$ cat src/rtl/sketch_hot_filter_if.sv
// Hot-address report stream from sketch_hot_filter to the hot-page reporter.
// Carries out_valid/out_ready plus the reported address and estimate.
interface sketch_hot_filter_if #(
  parameter int ADDR_SIZE = 22,
  parameter int CNT_SIZE  = 32
);
  logic                 out_valid;
  logic                 out_ready;
  logic [ADDR_SIZE-1:0] out_addr;
  logic [CNT_SIZE-1:0]  out_cnt;

  modport master (
    output out_valid,
    output out_addr,
    output out_cnt,
    input  out_ready
  );

  modport slave (
    input  out_valid,
    input  out_addr,
    input  out_cnt,
    output out_ready
  );
endinterface

$ cat src/rtl/sketch_hot_filter.sv
// Count-min estimate, hot-threshold compare and report FIFO after the sketch.
// Define HOT_DEDUP_EN for >= compare with a round-robin dedup address table.
module sketch_hot_filter #(
  parameter int NUM_HASH    = 4,
  parameter int ADDR_SIZE   = 22,
  parameter int CNT_SIZE    = 32,
  parameter int SKETCH_LAT  = 3,
  parameter int FIFO_DEPTH  = 16,
  parameter int DEDUP_DEPTH = 8
) (
  input  logic                               clk,
  input  logic                               rst,
  input  logic                               query_rst_n,
  input  logic                               in_valid,
  input  logic [ADDR_SIZE-1:0]               in_addr,
  input  logic [NUM_HASH-1:0][CNT_SIZE-1:0]  sketch_cnt_array,
  input  logic [CNT_SIZE-1:0]                threshold,
  sketch_hot_filter_if.master                rpt,
  output logic [$clog2(FIFO_DEPTH):0]        fifo_level,
  output logic [31:0]                        drop_cnt
);
  localparam int LVLS = $clog2(NUM_HASH);
  localparam int PW   = $clog2(FIFO_DEPTH);
  localparam int LW   = PW + 1;

  if (NUM_HASH < 2 || FIFO_DEPTH < 2 || DEDUP_DEPTH < 1 || SKETCH_LAT < 1)
  begin : g_cfg_err
    $error("sketch_hot_filter: unsupported parameters");
  end

  typedef struct packed {
    logic                 v;
    logic [ADDR_SIZE-1:0] a;
  } tag_t;

  typedef struct packed {
    logic [ADDR_SIZE-1:0] a;
    logic [CNT_SIZE-1:0]  c;
  } rpt_t;

  logic clr;
  assign clr = rst || !query_rst_n;

  // tag delay line, matched to sketch latency
  tag_t dl [SKETCH_LAT];

  always_ff @(posedge clk) begin
    if (clr) begin
      for (int i = 0; i < SKETCH_LAT; i++)
        dl[i] <= '0;
    end else begin
      dl[0] <= '{v: in_valid, a: in_addr};
      for (int i = 1; i < SKETCH_LAT; i++)
        dl[i] <= dl[i-1];
    end
  end

  // min tree: lv[k] holds NUM_HASH>>(k+1) live minima
  logic [NUM_HASH-1:0][CNT_SIZE-1:0] lv  [LVLS];
  tag_t                              lt  [LVLS];
  logic [NUM_HASH-1:0][CNT_SIZE-1:0] src [LVLS];
  tag_t                              stg [LVLS];

  always_comb begin
    src[0] = sketch_cnt_array;
    stg[0] = dl[SKETCH_LAT-1];
    for (int k = 1; k < LVLS; k++) begin
      src[k] = lv[k-1];
      stg[k] = lt[k-1];
    end
  end

  always_ff @(posedge clk) begin
    if (clr) begin
      for (int k = 0; k < LVLS; k++) begin
        lv[k] <= '0;
        lt[k] <= '0;
      end
    end else begin
      for (int k = 0; k < LVLS; k++) begin
        lt[k] <= stg[k];
        lv[k] <= '0;
        for (int i = 0; i < (NUM_HASH >> (k + 1)); i++)
          lv[k][i] <= (src[k][2*i] < src[k][2*i+1]) ?
                      src[k][2*i] : src[k][2*i+1];
      end
    end
  end

  logic [CNT_SIZE-1:0] est;
  tag_t                et;
  assign est = lv[LVLS-1][0];
  assign et  = lt[LVLS-1];

  logic cand;
  logic hot_q;
  rpt_t hot_d;
  logic full;
  logic pop;
  logic wr;
  logic drop;

`ifdef HOT_DEDUP_EN
  localparam int DW = (DEDUP_DEPTH > 1) ? $clog2(DEDUP_DEPTH) : 1;

  logic [ADDR_SIZE-1:0]   dt [DEDUP_DEPTH];
  logic [DEDUP_DEPTH-1:0] dv;
  logic [DW-1:0]          dp;
  logic                   hit;

  // the address being inserted this cycle already counts as present
  always_comb begin
    hit = wr && (hot_d.a == et.a);
    for (int j = 0; j < DEDUP_DEPTH; j++)
      if (dv[j] && dt[j] == et.a)
        hit = 1'b1;
  end

  assign cand = et.v && (threshold != '0) &&
                (est >= threshold) && !hit;

  always_ff @(posedge clk) begin
    if (clr) begin
      dv <= '0;
      dp <= '0;
    end else if (wr) begin
      dt[dp] <= hot_d.a;
      dv[dp] <= 1'b1;
      dp     <= (dp == DW'(DEDUP_DEPTH - 1)) ? '0 : dp + DW'(1);
    end
  end
`else
  assign cand = et.v && (threshold != '0) && (est == threshold);
`endif

  always_ff @(posedge clk) begin
    if (clr) begin
      hot_q <= 1'b0;
      hot_d <= '0;
    end else begin
      hot_q <= cand;
      hot_d <= '{a: et.a, c: est};
    end
  end

  // report FIFO; a same-cycle pop makes room for the push
  rpt_t          mem [FIFO_DEPTH];
  logic [PW-1:0] wp;
  logic [PW-1:0] rp;
  rpt_t          head;

  assign full = (fifo_level == LW'(FIFO_DEPTH));
  assign pop  = rpt.out_valid && rpt.out_ready;
  assign wr   = hot_q && (!full || pop);
  assign drop = hot_q && full && !pop;

  always_ff @(posedge clk) begin
    if (clr) begin
      wp         <= '0;
      rp         <= '0;
      fifo_level <= '0;
    end else begin
      if (wr)
        wp <= wp + PW'(1);
      if (pop)
        rp <= rp + PW'(1);
      fifo_level <= fifo_level + LW'(wr) - LW'(pop);
    end
  end

  always_ff @(posedge clk) begin
    if (wr)
      mem[wp] <= hot_d;
  end

  always_ff @(posedge clk) begin
    if (rst)
      drop_cnt <= '0;
    else if (drop && query_rst_n && drop_cnt != '1)
      drop_cnt <= drop_cnt + 32'd1;
  end

  assign head          = mem[rp];
  assign rpt.out_valid = (fifo_level != '0);
  assign rpt.out_addr  = rpt.out_valid ? head.a : '0;
  assign rpt.out_cnt   = rpt.out_valid ? head.c : '0;

endmodule
$ cat src/flat_wrapper.sv
// flat-port wrapper written by rule: the top's interface ports become plain ports
module sketch_hot_filter_flat 
#(
  parameter int NUM_HASH    = 4,
  parameter int ADDR_SIZE   = 22,
  parameter int CNT_SIZE    = 32,
  parameter int SKETCH_LAT  = 3,
  parameter int FIFO_DEPTH  = 16,
  parameter int DEDUP_DEPTH = 8
)
  (clk, rst, query_rst_n, in_valid, in_addr, sketch_cnt_array, threshold, fifo_level, drop_cnt, rpt_out_valid, rpt_out_addr, rpt_out_cnt, rpt_out_ready);
  sketch_hot_filter_if #(.ADDR_SIZE(ADDR_SIZE), .CNT_SIZE(CNT_SIZE)) rpt_i ();
  input  logic clk;
  input  logic rst;
  input  logic query_rst_n;
  input  logic in_valid;
  input  logic [ADDR_SIZE-1:0] in_addr;
  input  logic [NUM_HASH-1:0][CNT_SIZE-1:0] sketch_cnt_array;
  input  logic [CNT_SIZE-1:0] threshold;
  output logic [$clog2(FIFO_DEPTH):0] fifo_level;
  output logic [31:0] drop_cnt;
  output wire logic [$bits(rpt_i.out_valid)-1:0] rpt_out_valid;
  output wire logic [$bits(rpt_i.out_addr)-1:0] rpt_out_addr;
  output wire logic [$bits(rpt_i.out_cnt)-1:0] rpt_out_cnt;
  input wire logic [$bits(rpt_i.out_ready)-1:0] rpt_out_ready;
  assign rpt_out_valid = rpt_i.out_valid;
  assign rpt_out_addr = rpt_i.out_addr;
  assign rpt_out_cnt = rpt_i.out_cnt;
  assign rpt_i.out_ready = rpt_out_ready;
  sketch_hot_filter #(.NUM_HASH(NUM_HASH), .ADDR_SIZE(ADDR_SIZE), .CNT_SIZE(CNT_SIZE), .SKETCH_LAT(SKETCH_LAT), .FIFO_DEPTH(FIFO_DEPTH), .DEDUP_DEPTH(DEDUP_DEPTH)) u_core (.clk(clk), .rst(rst), .query_rst_n(query_rst_n), .in_valid(in_valid), .in_addr(in_addr), .sketch_cnt_array(sketch_cnt_array), .threshold(threshold), .rpt(rpt_i), .fifo_level(fifo_level), .drop_cnt(drop_cnt));
endmodule
$ cat config.mk
export PLATFORM = sky130hd
export DESIGN_NAME = sketch_hot_filter_flat
export DESIGN_NICKNAME = d
export VERILOG_FILES = /design/src/rtl/sketch_hot_filter_if.sv /design/src/rtl/sketch_hot_filter.sv /design/src/flat_wrapper.sv
export SDC_FILE = /design/constraint.sdc
export NUM_CORES = 1
export LEC_CHECK = 0
export ABC_AREA = 0
export CAP_MARGIN = 20
export CORE_MARGIN = 10
export CORE_UTILIZATION = 60
export CTS_CLUSTER_SIZE = 8
export DETAILED_ROUTE_END_ITERATION = 10
export PLACE_DENSITY_LB_ADDON = 0.25
export RECOVER_POWER = 25
export SLEW_MARGIN = 20
export SYNTH_ARGS = -nofsm -noshare
export SYNTH_HDL_FRONTEND = slang
export SYNTH_SLANG_ARGS = --single-unit
$ cat constraint.sdc
create_clock -name clk -period 18.65 [get_ports clk]
set_input_delay 5.595 -clock clk [delete_from_list [all_inputs] [get_ports clk]]
set_output_delay 5.595 -clock clk [all_outputs]
set_load 0.005 [all_outputs]
Yosys cells after proc, flatten, opt, wreduce, memory -nomap -nowiden
Memory sizes are Yosys's and may differ from the RTL's. A register that Yosys moved wholly into a read port is not among the register bits.
Index checks and enable logic that the tools add are counted.
{ "classes": {"add_sub_neg": 5, "magnitude_cmp": 3, "eq_ne": 3, "n_mux": 22, "bitwise": 10, "reduce_logical": 15} }
{ "ops": {"columns": ["operator", "n"], "rows": [
  ["$mux W32", 7],
  ["$mux W64", 2],
  ["$mux W23", 5],
  ["$lt A32 B32 Y1", 3],
  ["$add A32 B1 Y32 const B", 1],
  ["$eq A32 B32 Y1", 1],
  ["$ne A32 B32 Y1 const B", 1],
  ["$reduce_bool A32 Y1", 1],
  ["$mux W22", 1],
  ["$or A1 B1 Y1", 10],
  ["$add A4 B1 Y4 const B", 2],
  ["$logic_and A1 B1 Y1", 8],
  ["$mux W4", 2],
  ["$add A5 B1 Y5", 1],
  ["$eq A5 B5 Y1 const B", 1],
  ["$mux W1", 5],
  ["$reduce_bool A5 Y1", 1],
  ["$sub A5 B1 Y5", 1],
  ["$logic_not A1 Y1", 3],
  ["$logic_or A1 B1 Y1", 2]
]} }
{ "word_totals": {"reg_bits": 100, "mem_bits_rw": 1107, "input_bits": 187, "output_inout_bits": 92, "n_memories": 4} }
{ "mem_list": {"columns": ["memory", "depth", "width", "read_ports", "rd_clocked_by_memory_dff", "wr", "line_no", "source"], "rows": [
  ["u_core.mem", 16, 54, 1, 1, 1, "sketch_hot_filter.sv:147", "rpt_t mem [FIFO_DEPTH];"],
  ["u_core.lv", 2, 64, 2, 0, 2, "sketch_hot_filter.sv:59", "logic [NUM_HASH-1:0][CNT_SIZE-1:0] lv [LVLS];"],
  ["u_core.dl", 3, 23, 3, 0, 3, "sketch_hot_filter.sv:45", "tag_t dl [SKETCH_LAT];"],
  ["u_core.lt", 2, 23, 2, 0, 2, "sketch_hot_filter.sv:60", "tag_t lt [LVLS];"]
]} }

Longest topological paths before layout
Gate-level depths: netlist (run 1).
{ "depth": {"word_depth": 6, "ltp_mapped": 17} }

Worst setup path after synthesis (run 1)
No wires, ideal clock.
{ "synth_timing": {"path_type": "input port to flip-flop", "start": "in rpt_out_ready", "end": "mem u_core.mem[3][0] in the netlist's numbering, enable pin", "setup_time_ns": 0.532, "t_arrival_ns": 9.948, "required_ns": 18.118, "slack_ns": 8.169, "path_stages": 5, "path_buffers": 1, "path_cell_list": "nand2b_1 > o21a_1 > clkbuf_1 > nand2_1 > nor3_1"} }
{ "synth_between": {"elab_chain_cells": 5} }
{ "synth_rtl": {"columns": ["element", "line_no", "source"], "rows": [
  ["from (decl)", "flat_wrapper.sv:25", "input wire logic [$bits(rpt_i.out_ready)-1:0] rpt_out_ready;"],
  ["$logic_and A1 B1 Y1", "sketch_hot_filter.sv:153", "assign pop = rpt.out_valid && rpt.out_ready;"],
  ["$logic_or A1 B1 Y1", "sketch_hot_filter.sv:154", "assign wr = hot_q && (!full || pop);"],
  ["$logic_and A1 B1 Y1", "sketch_hot_filter.sv:154", null],
  ["$mux W1", "sketch_hot_filter.sv:172", "if (wr)"],
  ["$mux W1 (not written as such)", "sketch_hot_filter.sv:173", "mem[wp] <= hot_d;"],
  ["to (decl)", "sketch_hot_filter.sv:147", null]
]} }
No other way between the ends.

==> flow_summary.json, run 1 <==
{
  "synth_ff_type": "edfxtp_1",
  "synth_seq_cells": 1179,
  "nNetsFinal": 3357,
  "max-vdd-ir-drop_v": 0.0000893,
  "postSynthCellCount": 2711,
  "min_path_type": "reg -> reg",
  "io_buffers": 278,
  "vias": 25200,
  "cp_cell_sequence": "buf_12, buf_6, mux4_2, mux4_2, and2_1, clkdlybuf4s50_1",
  "busiest_layer": "met2",
  "power_w": 0.00631,
  "post_route_cells_drive_above_1_share_pct": 16.4,
  "viasPerCell": 6.00,
  "multi_input_area_mm2": 0.0131,
  "wl_per_cell_um": 26.2,
  "regArea_mm2": 0.0323,
  "power_density_mw_per_mm2": 115,
  "worstPathRequired_ns": 13.05,
  "leakage_nw": 16.3,
  "p_clk_share_pct": 43.4,
  "crit_family": "buffers and inverters",
  "clock-skew-final_ns": 0.0226,
  "cts.sinks": 1179,
  "dp_hpwl_um": 58700,
  "status": "completed",
  "cp_common_cell": "mux4_2",
  "grt_pass1_wl_um": 166000,
  "cts_setup_buffers": 0,
  "yosysSeqAreaShare_pct": 70.0,
  "fin_util_pct": 72.2,
  "period_needed_ns": 10.60,
  "synth_area_mm2": 0.0461,
  "combPwrFrac_pct": 11.7,
  "synth-edff-count": 864,
  "final_max_slew_viol_count": 0,
  "fillers": 4495,
  "cp_num_buf_inv": 3,
  "ctsResizeCount": 0,
  "clk_pin_slew_worst_paths_ns": 0.05,
  "grt_max_degree": 285,
  "fp.dieH_um": 297,
  "first_global_vias": 26500,
  "hold_violations": 0,
  "antenna_found_initial": 13,
  "drv_cap": 0,
  "drt-initial-drc-count": 2541,
  "antenna_left": 0,
  "setup_viol": 0,
  "wl_um": 110000,
  "overflow": 0,
  "cp-end-kind": "output pin",
  "critical_path.slowest_cell": "dfxtp_4",
  "use_met2_pct": 41.2,
  "worst_pin_slew_ns": 1.18,
  "critPathKind": "reg -> out",
  "cts_tree": "done",
  "ys_warn_count": 0,
  "clockBufferDepth": 3,
  "max-slew-margin-rel_pct": 21.2,
  "drcViolationCount": 0,
  "syn_avg_cell_area_um2": 17.0,
  "die_w_um": 297,
  "arrival_ns": 5.01,
  "internal_power_w": 0.00486,
  "rows": 101,
  "drt-pass1-iter-count": 5,
  "cts_made_buffers": 165,
  "cts_root_buf": "clkbuf_16",
  "synth_fp_nets": 3004,
  "swShare_pct": 23.1,
  "async_flop_share_pct": 0,
  "switching_power_w": 0.00146,
  "clkLatencyLatePin_ns": 0.73,
  "finalSetupTns_ns": 0,
  "min_period_over_period_pct": 56.8,
  "grtUsageMet1_pct": 32.3,
  "grt_setup_unrepaired": "no",
  "start_util_pct": 60.6,
  "seq_power_share_pct": 44.9,
  "fmax_mhz": 94.3,
  "cp_max_fo": 118,
  "hold_buffers": 0,
  "cts.htree.levels": 4,
  "crit_path_max_incr_delay_ns": 0.97,
  "track_usage_pct": 24.9,
  "cp-start-kind": "flip-flop",
  "met3_usage_pct": 6.59,
  "core_area_mm2": 0.0761,
  "area_delta_synth_final_pct": 19.2,
  "dieArea_mm2": 0.0883,
  "synth.distinct_cells": 48,
  "place_congestion": 0.927,
  "pin_count": 279
}
==> metrics by stage <==
step / setup WS, ns / std cells / cell area (µm²) / hold slack [ns]
3_3_place_gp: 8.36 / 3925 / 50100 / 0.410
4_1_cts: 7.48 / 4201 / 54800 / 0.418
6_report: 8.05 / 4208 / 54900 / 0.417
5_1_grt: 7.57 / 4205 / 54900 / 0.433
2_1_floorplan: 8.17 / 2711 / 46100 / 0.406
3_5_place_dp: 8.29 / 3925 / 50100 / 0.411
==> cell type report <==
| cell class | instances | area share (%) |
|---|---|---|
| Tap cell | 1030 | 2.35 |
| Multi-Input combinational cell | 1298 | 23.8 |
| Sequential cell | 1179 | 58.8 |
| Timing Repair Buffer | 314 | 5.68 |
| Clock buffer | 262 | 8.22 |
| Antenna cell | 5 | 0.0228 |
| Inverter | 106 | 0.725 |
| Clock inverter | 14 | 0.424 |
==> cells in the mapped netlist (5+ instances only) <==
| library cell | n | area (µm²) |
|---|---|---|
| nor2_1 | 75 | 282 |
| nor4_1 | 18 | 113 |
| buf_2 | 14 | 70.1 |
| buf_1 | 22 | 82.6 |
| o21ai_0 | 22 | 110 |
| nand4_1 | 26 | 163 |
| edfxtp_1 | 864 | 25900 |
| and3_1 | 7 | 43.8 |
| a21o_1 | 7 | 52.6 |
| mux4_2 | 270 | 6080 |
| xnor2_1 | 38 | 333 |
| and2_1 | 229 | 1430 |
| mux2i_1 | 97 | 971 |
| ha_1 | 105 | 1310 |
| nor3_1 | 18 | 90.1 |
| clkbuf_1 | 91 | 342 |
| a21oi_1 | 42 | 210 |
| nor2b_1 | 5 | 31.3 |
| and4_1 | 5 | 43.8 |
| inv_1 | 106 | 398 |
| xor2_1 | 32 | 280 |
| nand2_1 | 237 | 890 |
| dfxtp_1 | 315 | 6310 |
| nand2b_1 | 7 | 43.8 |
| nand3_1 | 18 | 90.1 |
==> kinds of logic after synthesis <==
group / count (synthesis) / share of synthesized area (%)
AOI/OAI and AO/OA: 95 / 1.24
xor gates and xnor gates: 70 / 1.33
adders and majority gates: 106 / 2.89
buffers and inverters: 234 / 1.95
DFF: 1179 / 70.0
muxes: 367 / 15.3
and+or+nand+nor: 660 / 7.31
==> sequential cells by signal (all words and copies together) (netlist names), named ones only <==
register           flops
u_core.wp              4
u_core.fifo_level      5
u_core.lv             96
u_core.rp              4
u_core.hot_d          54
u_core.lt             46
u_core.hot_q           1
u_core.drop_cnt       32
u_core.dl             69
u_core.mem           864
==> path summary, 6_finish.rpt <==
check	startpoint	to	slack, ns	depth (start not counted)
max	flip-flop	rpt_out_cnt[30]	8.05	6
min	u_core.lt[0][1]	u_core.lt[0][24]	0.42	1
max reg2reg	u_core.fifo_level[2]	u_core.fifo_level[4]	15.08	16
min reg2reg	u_core.lt[0][1]	u_core.lt[0][24]	0.42	1
==> power groups by stage <==
stage | Clock (W) | Combinational (W) | Sequential (W)
finish | 0.00274 | 0.000740 | 0.00283
global route | 0.00288 | 0.000802 | 0.00284
CTS | 0.00277 | 0.000762 | 0.00283
detailed placement | 0 | 0.000756 | 0.00289
global placement | 0 | 0.000745 | 0.00288
floorplan | 0 | 0.000344 | 0.00287
==> per-layer routing <==
metal / wire, µm / vias up
met5: 78 / -
li1: - / 10900
met1: 42100 / 12700
met4: 2570 / 12
met3: 10400 / 195
met2: 55200 / 1388
==> placed cells by master (no fill, tap or decap), drive strengths merged, types with 3 or more instances in the layout <==
cell and count:
a211oi 5, a21o 7, a21oi 42, a221oi 4, and2 229, and3 7
and4 5, buf 36, clkbuf 262, clkdlybuf4s50 278, clkinv 8, dfxtp 315
diode 5, edfxtp 864, ha 105, inv 112, mux2i 97, mux4 270
nand2 237, nand2b 7, nand3 18, nand4 27, nor2 75, nor2b 5
nor3 18, nor4 20, o211ai 3, o21a 3, o21ai 22, or3 4
xnor2 38, xor2 32
Power figures use the tool's default switching activity.
==> run 2: changes to the inputs <==
--- a/config.mk
+++ b/config.mk
@@ -8,7 +8,7 @@
 export ABC_AREA = 0
 export CAP_MARGIN = 20
 export CORE_MARGIN = 10
-export CORE_UTILIZATION = 60
+export CORE_UTILIZATION = 59
 export CTS_CLUSTER_SIZE = 8
 export DETAILED_ROUTE_END_ITERATION = 10
 export PLACE_DENSITY_LB_ADDON = 0.25
==> constraint.sdc (replaced) <==
create_clock -name clk -period 9.8 [get_ports clk]
set_input_delay 2.94 -clock clk [delete_from_list [all_inputs] [get_ports clk]]
set_output_delay 2.94 -clock clk [all_outputs]
set_load 0.005 [all_outputs]
==> run 2 against run 1 <==
  * Sequential share of layout area fell by 0.079 points
  * Worst setup slack got worse by 5.6 ns
  * Sequential power rose by 90%
  * Non-clock buffer count rose by 4
  * Clock skew rose by 0.012 ns
  * Final cell count barely moved
  * Via count rose by 0.84%
  * Wire length rose by 2.4%
  * Global-route usage rose by 0.49 points
  * Die area rose by 1.6%
  * Critical path type unchanged
  * Largest power group unchanged
==> flow_summary.json, run 2 (same netlist as run 1, synthesis figures left out) <==
{
  "status": "completed",
  "track_usage_pct": 25.4,
  "core_area_mm2": 0.0775,
  "r2r-start": "u_core.fifo_level[2]",
  "start_util_pct": 59.5,
  "switching_power_w": 0.00279,
  "arrival_ns": 4.37,
  "critical_path.slowest_cell": "dfxtp_4",
  "cts.htree.levels": 4,
  "swShare_pct": 23.2,
  "power_density_mw_per_mm2": 219,
  "max-vdd-ir-drop_v": 0.000165,
  "drt-initial-drc-count": 2528,
  "placed_cells": 3941,
  "finalSetupTns_ns": 0,
  "ctsResizeCount": 0,
  "io_buffers": 278,
  "hold_buffers": 0,
  "fillers": 4653,
  "pre_cts_slack_ns": 3.31,
  "drcViolationCount": 0,
  "combPwrFrac_pct": 11.8,
  "r2r-end": "u_core.fifo_level[4]",
  "clockBufferDepth": 3,
  "rrSetupSlack_ns": 6.18,
  "period_needed_ns": 7.31,
  "min_path_type": "reg -> reg",
  "cp-start-kind": "flip-flop",
  "worstPathRequired_ns": 6.86,
  "power_w": 0.0120,
  "cts_setup_buffers": 0,
  "grt_pass1_wl_um": 171000,
  "final_max_slew_viol_count": 0,
  "critPathKind": "reg -> out",
  "dieArea_mm2": 0.0897,
  "internal_power_w": 0.00926,
  "fmax_mhz": 137,
  "clkLatencyLatePin_ns": 0.75,
  "first_global_vias": 26900,
  "leakage_nw": 16.3,
  "cp_common_cell": "mux4_2",
  "p_clk_share_pct": 43.5,
  "multi_input_area_mm2": 0.0131,
  "rows": 102,
  "min_period_over_period_pct": 74.6,
  "grt_max_degree": 148,
  "setup_viol": 0,
  "nNetsFinal": 3361,
  "vias": 25500,
  "seq_power_share_pct": 44.7,
  "clock-skew-final_ns": 0.0342,
  "wl_um": 113000,
  "largest_reg_flops": 864,
  "die_w_um": 299,
  "hold_violations": 0,
  "area_delta_synth_final_pct": 19.3,
  "place_congestion": 0.918,
  "overflow": 0,
  "fp.dieH_um": 299,
  "reg_top3": "u_core.mem (864), u_core.lv (96), u_core.dl (69)",
  "final_cell_count_no_fill": 4212,
  "post_route_cells_drive_above_1_share_pct": 16.6,
  "antenna_left": 0,
  "viasPerCell": 6.04,
  "top_register": "u_core.mem",
  "wl_per_cell_um": 26.8,
  "clk_pin_slew_worst_paths_ns": 0.05,
  "cts_root_buf": "clkbuf_16",
  "worst_pin_slew_ns": 1.13,
  "regArea_mm2": 0.0323,
  "cp_max_fo": 147,
  "pin_count": 279,
  "cp_cell_sequence": "buf_12, mux4_2, mux4_2, and2_1, clkdlybuf4s50_1",
  "drt-pass1-iter-count": 5,
  "grt_setup_unrepaired": "no",
  "cp-end-kind": "output pin",
  "antenna_found_initial": 11,
  "reg2reg_depth": 16,
  "setup_ws_ns": 2.49,
  "mostFrequentLayoutCell": "edfxtp_1",
  "cts_tree": "done",
  "fin_util_pct": 71.0,
  "cts_made_buffers": 165,
  "cp-endpoint": "rpt_out_cnt[30]",
  "layout_common_cells": "864 x edfxtp_1, 311 x dfxtp_1, 278 x clkdlybuf4s50_1",
  "crit_path_max_incr_delay_ns": 1.01,
  "cts.sinks": 1179,
  "max-slew-margin-rel_pct": 24.9,
  "dp_hpwl_um": 60000,
  "drv_cap": 0
}
-- run 2: changes by cell type in the layout (fill, tap and decap cells not counted), sizes merged --
cell	change
buf	+4
diode	-4
clkbuf	-7
clkinv	+1
-- run 2: stage by stage --
step	area (µm²)	hold WS, ns
2_1_floorplan	46100	0.406
3_3_place_gp	50200	0.409
3_5_place_dp	50200	0.413
4_1_cts	55000	0.423
5_1_grt	55000	0.436
6_report	55000	0.420
-- run 2: cell type report --
cell class	count	share of cell area (%)
Sequential cell	1179	58.7
Multi-Input combinational cell	1298	23.8
Clock buffer	255	8.18
Timing Repair Buffer	318	5.67
Tap cell	1040	2.37
Inverter	106	0.724
Clock inverter	15	0.569
Antenna cell	1	0.00455
-- run 2: worst min path at each step --
stage / cells past startpoint / slack (ns) / to / start
floorplan: 1 / 0.41 / u_core.dl[0][23] / u_core.dl[0][0]
global placement: 1 / 0.41 / u_core.dl[0][57] / u_core.dl[0][34]
detailed placement: 1 / 0.41 / u_core.dl[0][46] / u_core.dl[0][23]
CTS: 1 / 0.42 / u_core.lt[0][33] / u_core.lt[0][10]
global route: 1 / 0.44 / u_core.dl[0][26] / u_core.dl[0][3]
finish: 1 / 0.42 / u_core.dl[0][34] / u_core.dl[0][11]
-- run 2: per-layer routing --
| layer | wire length, µm | track usage (%) | up-vias | share of wire [%] |
|---|---|---|---|---|
| met5 | 124 | 0 | - | 0.11 |
| met3 | 10100 | 5.99 | 205 | 9.0 |
| met2 | 56200 | 41.5 | 1450 | 50 |
| li1 | - | - | 10900 | - |
| met4 | 2970 | 8.89 | 16 | 2.6 |
| met1 | 43500 | 33.5 | 12800 | 39 |
-- run 2: power groups by stage --
stage | Sequential, W | Clock (W) | Combinational [W]
6_report | 0.00539 | 0.00524 | 0.00142
3_3_place_gp | 0.00548 | 0 | 0.00143
5_1_grt | 0.00539 | 0.00552 | 0.00154
2_1_floorplan | 0.00546 | 0 | 0.000654
3_5_place_dp | 0.00548 | 0 | 0.00145
4_1_cts | 0.00539 | 0.00530 | 0.00146
-- run 2: worst max-delay path: cells and delay by family (launching register included) --
family	cells	cell delay, ns
simple gates	1	0.17
buf+inv	2	1.12
flops	1	1.01
mux	2	0.93
